**src/rtl/sync_fifo_pkg.sv**
```systemverilog
// Shared helpers for the single-clock FIFO: count width, threshold legality
// and the per-cycle request decision record.
package sync_fifo_pkg;

   typedef struct packed {
      logic write_accept;
      logic read_accept;
      logic overflow_event;
      logic underflow_event;
   } fifo_access_t;

   function automatic int count_width(input int address_width);
      return address_width + 1;
   endfunction

   function automatic bit thresholds_legal(
      input int address_width,
      input int almost_full_threshold,
      input int almost_empty_threshold
   );
      int depth;
      depth = 1 << address_width;
      return (almost_full_threshold >= 1) && (almost_full_threshold <= depth) &&
             (almost_empty_threshold >= 0) && (almost_empty_threshold <= depth - 1);
   endfunction

endpackage

```
**src/rtl/sync_fifo_memory.sv**
```systemverilog
// FIFO storage array: synchronous write, combinational read, never cleared.
module sync_fifo_memory
   import sync_fifo_pkg::*;
#(
   parameter int DATA_WIDTH    = 8,
   parameter int ADDRESS_WIDTH = 4
)(
   input  logic                     i_clock,
   input  logic                     i_write_enable,
   input  logic [ADDRESS_WIDTH-1:0] i_write_address,
   input  logic [DATA_WIDTH-1:0]    i_write_data,
   input  logic [ADDRESS_WIDTH-1:0] i_read_address,
   output logic [DATA_WIDTH-1:0]    o_read_data
);

   localparam int DEPTH = 1 << ADDRESS_WIDTH;

   logic [DATA_WIDTH-1:0] r_storage [0:DEPTH-1];

   always_ff @(posedge i_clock) begin
      if (i_write_enable) begin
         r_storage[i_write_address] <= i_write_data;
      end
   end

   assign o_read_data = r_storage[i_read_address];

endmodule

```
**src/rtl/sync_fifo.sv**
```systemverilog
// Single-clock FIFO with selectable FWFT/standard read, almost flags,
// occupancy count and sticky overflow/underflow flags.
module sync_fifo
   import sync_fifo_pkg::*;
#(
   parameter int DATA_WIDTH             = 8,
   parameter int ADDRESS_WIDTH          = 4,
   parameter bit FWFT                   = 1'b1,
   parameter int ALMOST_FULL_THRESHOLD  = (1 << ADDRESS_WIDTH) - 2,
   parameter int ALMOST_EMPTY_THRESHOLD = 2
)(
   input  logic                                  clock,
   input  logic                                  reset,
   input  logic [DATA_WIDTH-1:0]                 write_data,
   input  logic                                  write_increment,
   output logic                                  full,
   output logic                                  almost_full,
   input  logic                                  read_increment,
   output logic [DATA_WIDTH-1:0]                 read_data,
   output logic                                  empty,
   output logic                                  almost_empty,
   output logic [count_width(ADDRESS_WIDTH)-1:0] count,
   output logic                                  overflow,
   output logic                                  underflow
);

   localparam int CW = count_width(ADDRESS_WIDTH);
   localparam logic [CW-1:0] AF_LIMIT = CW'(ALMOST_FULL_THRESHOLD);
   localparam logic [CW-1:0] AE_LIMIT = CW'(ALMOST_EMPTY_THRESHOLD);
   localparam logic [CW-1:0] PTR_STEP = CW'(1);

   generate
      if (!thresholds_legal(ADDRESS_WIDTH, ALMOST_FULL_THRESHOLD, ALMOST_EMPTY_THRESHOLD)) begin : g_illegal_thresholds
         $error("sync_fifo: almost-full/almost-empty threshold out of range");
      end
   endgenerate

   logic [CW-1:0]         r_write_pointer;
   logic [CW-1:0]         r_read_pointer;
   logic                  r_overflow;
   logic                  r_underflow;
   logic [CW-1:0]         w_count;
   logic                  w_empty;
   logic                  w_full;
   logic [DATA_WIDTH-1:0] w_memory_read_data;
   fifo_access_t          w_access;

   // MSB is the wrap bit: equal pointers mean empty, differing wrap bits over equal addresses mean full.
   assign w_count = r_write_pointer - r_read_pointer;
   assign w_empty = (r_write_pointer == r_read_pointer);
   assign w_full  = (r_write_pointer[CW-1] != r_read_pointer[CW-1]) &&
                    (r_write_pointer[CW-2:0] == r_read_pointer[CW-2:0]);

   // Decide acceptance from the pre-edge state so full/empty never pass data through.
   always_comb begin
      w_access                 = '0;
      w_access.write_accept    = write_increment && !w_full;
      w_access.read_accept     = read_increment && !w_empty;
      w_access.overflow_event  = write_increment && w_full;
      w_access.underflow_event = read_increment && w_empty;
   end

   // Pointer advance and sticky error capture.
   always_ff @(posedge clock) begin
      if (reset) begin
         r_write_pointer <= '0;
         r_read_pointer  <= '0;
         r_overflow      <= 1'b0;
         r_underflow     <= 1'b0;
      end else begin
         if (w_access.write_accept) begin
            r_write_pointer <= r_write_pointer + PTR_STEP;
         end
         if (w_access.read_accept) begin
            r_read_pointer <= r_read_pointer + PTR_STEP;
         end
         r_overflow  <= r_overflow  | w_access.overflow_event;
         r_underflow <= r_underflow | w_access.underflow_event;
      end
   end

   sync_fifo_memory #(
      .DATA_WIDTH    (DATA_WIDTH),
      .ADDRESS_WIDTH (ADDRESS_WIDTH)
   ) u_memory (
      .i_clock         (clock),
      .i_write_enable  (w_access.write_accept && !reset),
      .i_write_address (r_write_pointer[CW-2:0]),
      .i_write_data    (write_data),
      .i_read_address  (r_read_pointer[CW-2:0]),
      .o_read_data     (w_memory_read_data)
   );

   generate
      if (FWFT) begin : g_fwft
         assign read_data = w_empty ? '0 : w_memory_read_data;
      end else begin : g_standard
         logic [DATA_WIDTH-1:0] r_read_data;

         // Standard mode: capture the dequeued word, hold otherwise.
         always_ff @(posedge clock) begin
            if (reset) begin
               r_read_data <= '0;
            end else if (w_access.read_accept) begin
               r_read_data <= w_memory_read_data;
            end else begin
               r_read_data <= r_read_data;
            end
         end

         assign read_data = r_read_data;
      end
   endgenerate

   assign count        = w_count;
   assign empty        = w_empty;
   assign full         = w_full;
   assign almost_full  = (w_count >= AF_LIMIT);
   assign almost_empty = (w_count <= AE_LIMIT);
   assign overflow     = r_overflow;
   assign underflow    = r_underflow;

endmodule

```
**config.mk**
```make
export PLATFORM = sky130hd
export DESIGN_NAME = sync_fifo
export DESIGN_NICKNAME = d
export VERILOG_FILES = /design/src/rtl/sync_fifo_pkg.sv /design/src/rtl/sync_fifo_memory.sv /design/src/rtl/sync_fifo.sv
export SDC_FILE = /design/constraint.sdc
export NUM_CORES = 1
export LEC_CHECK = 0
export ABC_CLOCK_PERIOD_IN_PS = 2800
export CELL_PAD_IN_SITES_DETAIL_PLACEMENT = 1
export CELL_PAD_IN_SITES_GLOBAL_PLACEMENT = 2
export CORE_UTILIZATION = 45
export CTS_CLUSTER_SIZE = 14
export DETAILED_ROUTE_END_ITERATION = 12
export GPL_ROUTABILITY_DRIVEN = 0
export GPL_TIMING_DRIVEN = 0
export HOLD_SLACK_MARGIN = 0.15
export PLACE_DENSITY = 0.74
export SYNTH_ARGS = -nofsm -noshare
export SYNTH_HDL_FRONTEND = slang
export SYNTH_SLANG_ARGS = --single-unit
```
**constraint.sdc**
```tcl
create_clock -name clock -period 2.8 [get_ports clock]
set_input_delay 0.28 -clock clock [delete_from_list [all_inputs] [get_ports clock]]
set_output_delay 0.28 -clock clock [all_outputs]
set_load 0.005 [all_outputs]
```
==> out/qor_table.md <==
| Stage | Quantity | Value |
|---|---|---|
| run status | Run status | completed |
| final layout | Signed area change from the synthesized netlist to the final layout | 22.9% |
| routing | Via count | 3054 |
| clocking | Clock Pin Slew Worst Setup and Hold Paths | 0.05 ns |
| final layout | Fraction of final layout cells with drive strength greater than 1 | 28.0% |
| final layout | Diode insertion count for antenna repair | 0 |
| placed design | Placed wire-length estimate | 8.26 mm |
| die | Floorplan row count | 41 |
| placed design | I/O Buffers | 30 |
| pwr | Leak pwr | 2.37 nW |
| routing | Number of nets still failing antenna checks after routing | 0 |
| timing | Normalized max-slew margin | 52.5% |
| die | Area inside the core boundary | 12700 sq um |
| global route | Maximum number of pins on one net before global-route repair | 17 |
| placed design | Number of cells in the design after placement | 524 |
| final layout | Count of placed standard cells in the final layout, fillers left out | 558 |
| clocking | Maximum clock path buffer count | 2 |
| yosys | Post-synthesis average cell area | 18.4 sq um |
| pwr | PnR Total Power | 0.00550 W |
| yosys | Post-Synthesis Net Count | 342 |
| setup path | Setup slack, reg-to-reg | 0.20 ns |
| yosys | Flip-flop and latch count after synthesis | 144 |
| setup path | Delay of the slowest critical-path stage | 0.49 ns |
| yosys | Top FF cell, synth | sky130_fd_sc_hd__edfxtp_1 |
| pwr | IR drop worst, VDD | 0.381 mV |
| die | Die Y-Extent | 116 um |
| clocking | Total number of H-tree levels | 4 |
| timing | Setup Skew | 0.0199 ns |
| timing | Final count of pins violating max slew | 0 |
| global route | Via count of the first global-routing pass | 3241 |
| routing | Final wirelength | 12.7 mm |
| routing | Ratio of routed vias to standard cells | 5.47 |
| global route | Number of antenna violations at the first check in global routing | 0 |
| clocking | Hold Buf Count CTS | 0 |
| global route | Global route overflow | 0 |
| final layout | Post-layout nets | 395 |
| timing | Period minus WS final | 2.71 ns |
| timing | Transition time of the tightest slew-check pin | 0.712 ns |
| pwr | Power per Cell Area | 761 nW/um^2 |
| routing | Detailed Route Iter0 Violations | 237 |
| clocking | Number of buffers inserted during clock tree synthesis | 17 |
| yosys | Share of the yosys chip area belonging to registers | 70.8% |
| min path | Hold Path Class | reg2reg |
| die | Die Width | 116 um |
| timing | Setup repair after global routing missed its margin | no |
| routing | Detailed-route wire length per cell | 22.8 um |
| routing | DRT Pass-1 Iters | 4 |
| job | Max-Cap Viols | 0 |
| setup path | Critical setup path kind | reg2out |
| yosys | Cell area after technology mapping | 5880 sq um |
| setup path | CP arrival | 2.43 ns |
| global route | Overall fraction of global-route tracks in use | 20.7% |
| yosys | Asr flop ratio synth | 0% |
| clocking | CTS Root Buffer Type | sky130_fd_sc_hd__clkbuf_16 |
| setup path | Sort of element at the end of the critical path | output port |
| yosys | Synth warn | 0 |
| yosys | Cells after Synth | 320 |
| setup path | Critical path fanouts, max | 10 |
| timing | Achievable Freq | 0.369 GHz |
| timing | Final worst path period share | 96.7% |
| timing | Final count of hold timing violations | 0 |
| yosys | Number of enable-type register cells in the synthesized netlist | 128 |
| yosys | Distinct cell type count after synthesis | 32 |
| timing | Setup violators final | 0 |
| die | DIE AREA | 13500 sq um |
| global route | Wire length of the first global-routing pass | 19.1 mm |
| setup path | Startpoint types | flip-flop |
| setup path | Critical path's slowest cell | sky130_fd_sc_hd__mux4_2 |
| setup path | Required time worst endpoint | 2.52 ns |
| clocking | CTS sink count | 144 |
| routing | Drc violations | 0 |
| die | Initial core utilization | 46.4% |
| clocking | Clock tree from TritonCTS | yes |
| clocking | Clock latency at the later pin of the worst-skew pair | 0.43 ns |
| die | Boundary pin count | 31 |
| setup path | Ordered cell list for the critical path | buf_6 > buf_12 > mux4_2 > nor2b_1 > a211oi_2 > a211oi_1 > clkdlybuf4s50_1 |
| timing | Setup TNS Final | 0 ns |
## what timing repair did
item,CTS,global route
resized for setup,50,18
setup endpoints to repair,129,125
buffers inserted,2,0
cloned,0,0
pin swaps,7,5
## registers in the layout, indices dropped and copies added, names as in the netlist, named ones only
signal / flops
underflow: 1
r_write_pointer: 5
r_read_pointer: 5
overflow: 1
u_memory.r_storage: 128
## power breakdown
part	switching (W)	internal (W)	leakage, nW	total, W
Clock	0.000825	0.00138	0.286	0.00220
Combinational	0.000441	0.000463	0.801	0.000905
Sequential	0.0000202	0.00237	1.28	0.00239
Total	0.00129	0.00421	2.37	0.00550
## final timing paths
| kind | startpoint | end | cells after the start |
|---|---|---|---|
| worst max-delay path | flip-flop | read_data[5] | 7 |
| worst min-delay path | overflow | overflow | 2 |
| worst max register to register | r_read_pointer[3] | u_memory.r_storage[13][5] | 6 |
| worst min register to register | overflow | overflow | 2 |
## routing by layer
layer,GRT usage [%],routed length (um),up-vias
li1,-,-,1387
met1,26.7,5640,1594
met2,34.4,6550,65
met3,4.67,438,8
met4,7.95,116,0
met5,0,0,-
## area by class of cell
type | instances | area (sq um)
timing repair buffer | 34 | 338
multi-input combinational | 151 | 1750
buffer | 17 | 151
fill | 1151 | 5440
tap | 172 | 215
clock inverter | 14 | 148
clock buffer | 18 | 429
sequential | 144 | 4170
inverter | 8 | 30.0
## cell usage after synthesis, types with 5 or more instances
library cell / instances / share of area [%]
sky130_fd_sc_hd__a211oi_1: 18 / 2.3
sky130_fd_sc_hd__a21oi_1: 7 / 0.60
sky130_fd_sc_hd__buf_2: 5 / 0.43
sky130_fd_sc_hd__dfxtp_1: 16 / 5.4
sky130_fd_sc_hd__edfxtp_1: 128 / 65
sky130_fd_sc_hd__ha_1: 9 / 1.9
sky130_fd_sc_hd__inv_1: 8 / 0.51
sky130_fd_sc_hd__mux2i_1: 10 / 1.7
sky130_fd_sc_hd__mux4_1: 9 / 4.0
sky130_fd_sc_hd__mux4_2: 23 / 8.8
sky130_fd_sc_hd__nand2_1: 6 / 0.38
sky130_fd_sc_hd__nor2_1: 26 / 1.7
sky130_fd_sc_hd__nor2b_1: 8 / 0.85
sky130_fd_sc_hd__xnor2_1: 7 / 1.0
sky130_fd_sc_hd__xor2_1: 5 / 0.74
## worst max-delay path, delay by kind of cell, from the launching register on
kind / cells / cell delay (ns)
muxes: 1 / 0.49
and+or+nand+nor: 1 / 0.15
DFF: 1 / 0.33
buffers and inverters: 3 / 0.74
AOI/OAI and AO/OA: 2 / 0.28
## cells by family (layout without fill, tap and decap cells)
| logic type | after synthesis | count (layout) | share of synthesized area (%) |
|---|---|---|---|
| flops | 144 | 144 | 70.8 |
| simple gates | 53 | 53 | 4.21 |
| mux | 42 | 42 | 14.5 |
| compound gates | 34 | 34 | 3.91 |
| buf+inv | 25 | 91 | 2.49 |
| xor+xnor | 12 | 12 | 1.79 |
| fa+ha+maj | 10 | 10 | 2.26 |
## metrics by stage
step	area (sq um)	setup slack, ns	hold slack (ns)	util [%]
final	7230	0.0926	0.469	57.0
after global routing	7230	0.00194	0.524	57.0
after CTS	7170	-0.106	0.477	56.6
after detailed placement	6420	-0.576	0.466	50.7
after global placement	6400	-0.784	0.455	50.5
after floorplan	5880	0.262	0.352	-
## cells in the final DEF (no fill, tap or decap), types with 5 or more instances in the layout
cell / n
sky130_fd_sc_hd__inv_1: 7
sky130_fd_sc_hd__nor2_1: 14
sky130_fd_sc_hd__clkinv_2: 6
sky130_fd_sc_hd__buf_4: 7
sky130_fd_sc_hd__mux4_2: 23
sky130_fd_sc_hd__clkdlybuf4s50_1: 21
sky130_fd_sc_hd__nor2b_1: 8
sky130_fd_sc_hd__nor2_2: 10
sky130_fd_sc_hd__a211oi_2: 10
sky130_fd_sc_hd__edfxtp_1: 128
sky130_fd_sc_hd__ha_1: 7
sky130_fd_sc_hd__dfxtp_1: 13
sky130_fd_sc_hd__xnor2_1: 6
sky130_fd_sc_hd__mux2i_1: 8
sky130_fd_sc_hd__clkbuf_16: 17
sky130_fd_sc_hd__xor2_1: 5
sky130_fd_sc_hd__mux4_1: 9
sky130_fd_sc_hd__a21oi_1: 6
sky130_fd_sc_hd__dlymetal6s2s_1: 5
sky130_fd_sc_hd__nand2_1: 6
sky130_fd_sc_hd__a211oi_1: 7
Power figures use the tool's default switching activity.
==> RTL edit, RTL diff (config.mk and constraints unchanged) <==
`ADDRESS_WIDTH` is set to 4 in 2 places; all go to 3.
--- a/src/rtl/sync_fifo_memory.sv
+++ b/src/rtl/sync_fifo_memory.sv
@@ -4,5 +4,5 @@
 #(
    parameter int DATA_WIDTH    = 8,
-   parameter int ADDRESS_WIDTH = 4
+   parameter int ADDRESS_WIDTH = 3
 )(
    input  logic                     i_clock,
--- a/src/rtl/sync_fifo.sv
+++ b/src/rtl/sync_fifo.sv
@@ -5,5 +5,5 @@
 #(
    parameter int DATA_WIDTH             = 8,
-   parameter int ADDRESS_WIDTH          = 4,
+   parameter int ADDRESS_WIDTH          = 3,
    parameter bit FWFT                   = 1'b1,
    parameter int ALMOST_FULL_THRESHOLD  = (1 << ADDRESS_WIDTH) - 2,
Ports: changed (resized count); port bits go from 31 to 30. No check against the original RTL was run, so the function may have changed too.
==> RTL edit against the unedited design <==
Hold slack better by 0.017 ns. Worst setup slack about the same. Combinational power decreased by 41%. Die area decreased by 44%. Sequential cell count is 67 lower. Wire length is 48% lower. Via count is 42% lower. Design area is 46% lower. Synthesized area decreased by 45%. Sequential share of layout area fell by 1.5 points. Synthesized cell count is 41% lower. Power decreased by 54%. Register-to-register slack improved by 0.15 ns. Count of clock-buffer cells in the layout shrank 8. Critical path type unchanged. Largest cell class unchanged. Largest power group unchanged.
==> RTL edit: results (changes against the unedited design) <==
[global_route]
grt_usage_pct = 19.8  ; -0.91 points
grt_pass1_vias = 1975  ; -39%
grt_pass1_wl_mm = 10.4  ; -46%

[detailed_routing]
num_vias = 1772  ; -42%
routed_wirelength_mm = 6.58  ; -48%
drt_iter0_markers = 64  ; -73%

[synthesis]
synthTopCellsByCount = 64 x edfxtp_1, 17 x nor2_1, 16 x mux4_2, 13 x dfxtp_1, 8 x a22o_1
synth_cell_types = 38  ; +19%
seq_area_frac_synth_pct = 67.4  ; -3.4 points
synth_edf_count = 64  ; -50%
synth_top_cells_by_area = edfxtp_1 59%, mux4_2 11%, dfxtp_1 8.0%
syn_nets = 206  ; -40%

[timing]
fin_skew_ns = 0.00767  ; -0.0122 ns
slew_headroom_pct = 36.6  ; -16 points

[critical_path]
r2r_cells = 5  ; -1
crit_fanout = 5  ; -5

[clock_network]
htreeDepth = 3  ; -1
clk_pin_slew_ns = 0.08  ; +0.03 ns

[pwr]
p_leak_nw = 1.30  ; -45%
vdd_drop_max_mv = 0.247  ; -35%

[layout]
layout-drive-gt1-share_pct = 24.8  ; -3.2 points
finalNetCount = 247  ; -37%

[place]
dp_hpwl_mm = 4.62  ; -44%
port_buffers = 29  ; -3.3%

[outcome]
status = finished, final reports clean

==> RTL edit: metal layers <==
metal  GRT usage, %  share of wire [%]  vias to the layer above
met5              0                  0                        -
met4           9.24                1.6                        0
met3           4.38                2.8                        8
met2           35.9                 56                       34
met1           22.1                 40                      904
li1               -                  -                      826
==> RTL edit: power breakdown <==
| part | total, W | internal [W] | leakage (nW) | switching (W) |
|---|---|---|---|---|
| Clock | 0.000715 | 0.000320 | 0.0860 | 0.000395 |
| Sequential | 0.00129 | 0.00127 | 0.685 | 0.0000209 |
| Combinational | 0.000536 | 0.000305 | 0.524 | 0.000232 |
==> RTL edit: cells by family (layout without fill, tap and decap cells) <==
kind of cell | Yosys count | count (layout) | share of synthesized area, %
xor+xnor | 3 | 3 | 1.62
compound gates | 30 | 30 | 7.81
simple gates | 36 | 36 | 5.10
buf+inv | 14 | 60 | 2.05
mux | 22 | 22 | 13.5
fa+ha+maj | 6 | 6 | 2.55
flops | 77 | 77 | 67.4
==> RTL edit: area by class of cell <==
class	count	area, µm²	share of cell area [%]
tap	96	120	3.08
inverter	7	26.3	0.674
clock buffer	10	128	3.28
multi-input combinational	97	1020	26.1
timing repair buffer	31	333	8.54
clock inverter	6	40.0	1.03
buffer	6	42.5	1.09
sequential	77	2190	56.2
==> RTL edit: critical path, cell delays in order (launching register included) <==
cell and delay (ns):
dfxtp_2 0.37, inv_1 0.08, ha_1 0.22, fa_1 0.43
xnor2_2 0.18, a21oi_1 0.17, o21a_1 0.14, clkdlybuf4s50_1 0.49
==> RTL edit: through the flow <==
step	cells	worst slack, ns	area, µm²	hold slack [ns]	utilization [%]
6_report	330	0.0928	3900	0.486	56.7
5_1_grt	330	-0.000569	3900	0.533	56.7
4_1_cts	331	0.00555	3880	0.486	56.5
3_5_place_dp	313	-0.0922	3650	0.461	53.1
3_3_place_gp	313	-0.0125	3650	0.454	53.1
2_1_floorplan	188	0.679	3240	0.379	-
==> RTL edit: repair_timing <==
action / 4_1_cts / 5_1_grt
setup buffers: 2 / 0
pin swaps: 2 / 1
resized for setup: 7 / 5
endpoints found under the setup margin: 26 / 10
==> RTL edit: worst paths after layout <==
kind	start	endpoint	slack, ns
worst max-delay path	r_write_pointer[0]	almost_empty	0.09
worst min-delay path	overflow	overflow	0.49
worst max register to register	r_write_pointer[0]	u_memory.r_storage[7][6]	0.35
worst min register to register	overflow	overflow	0.49
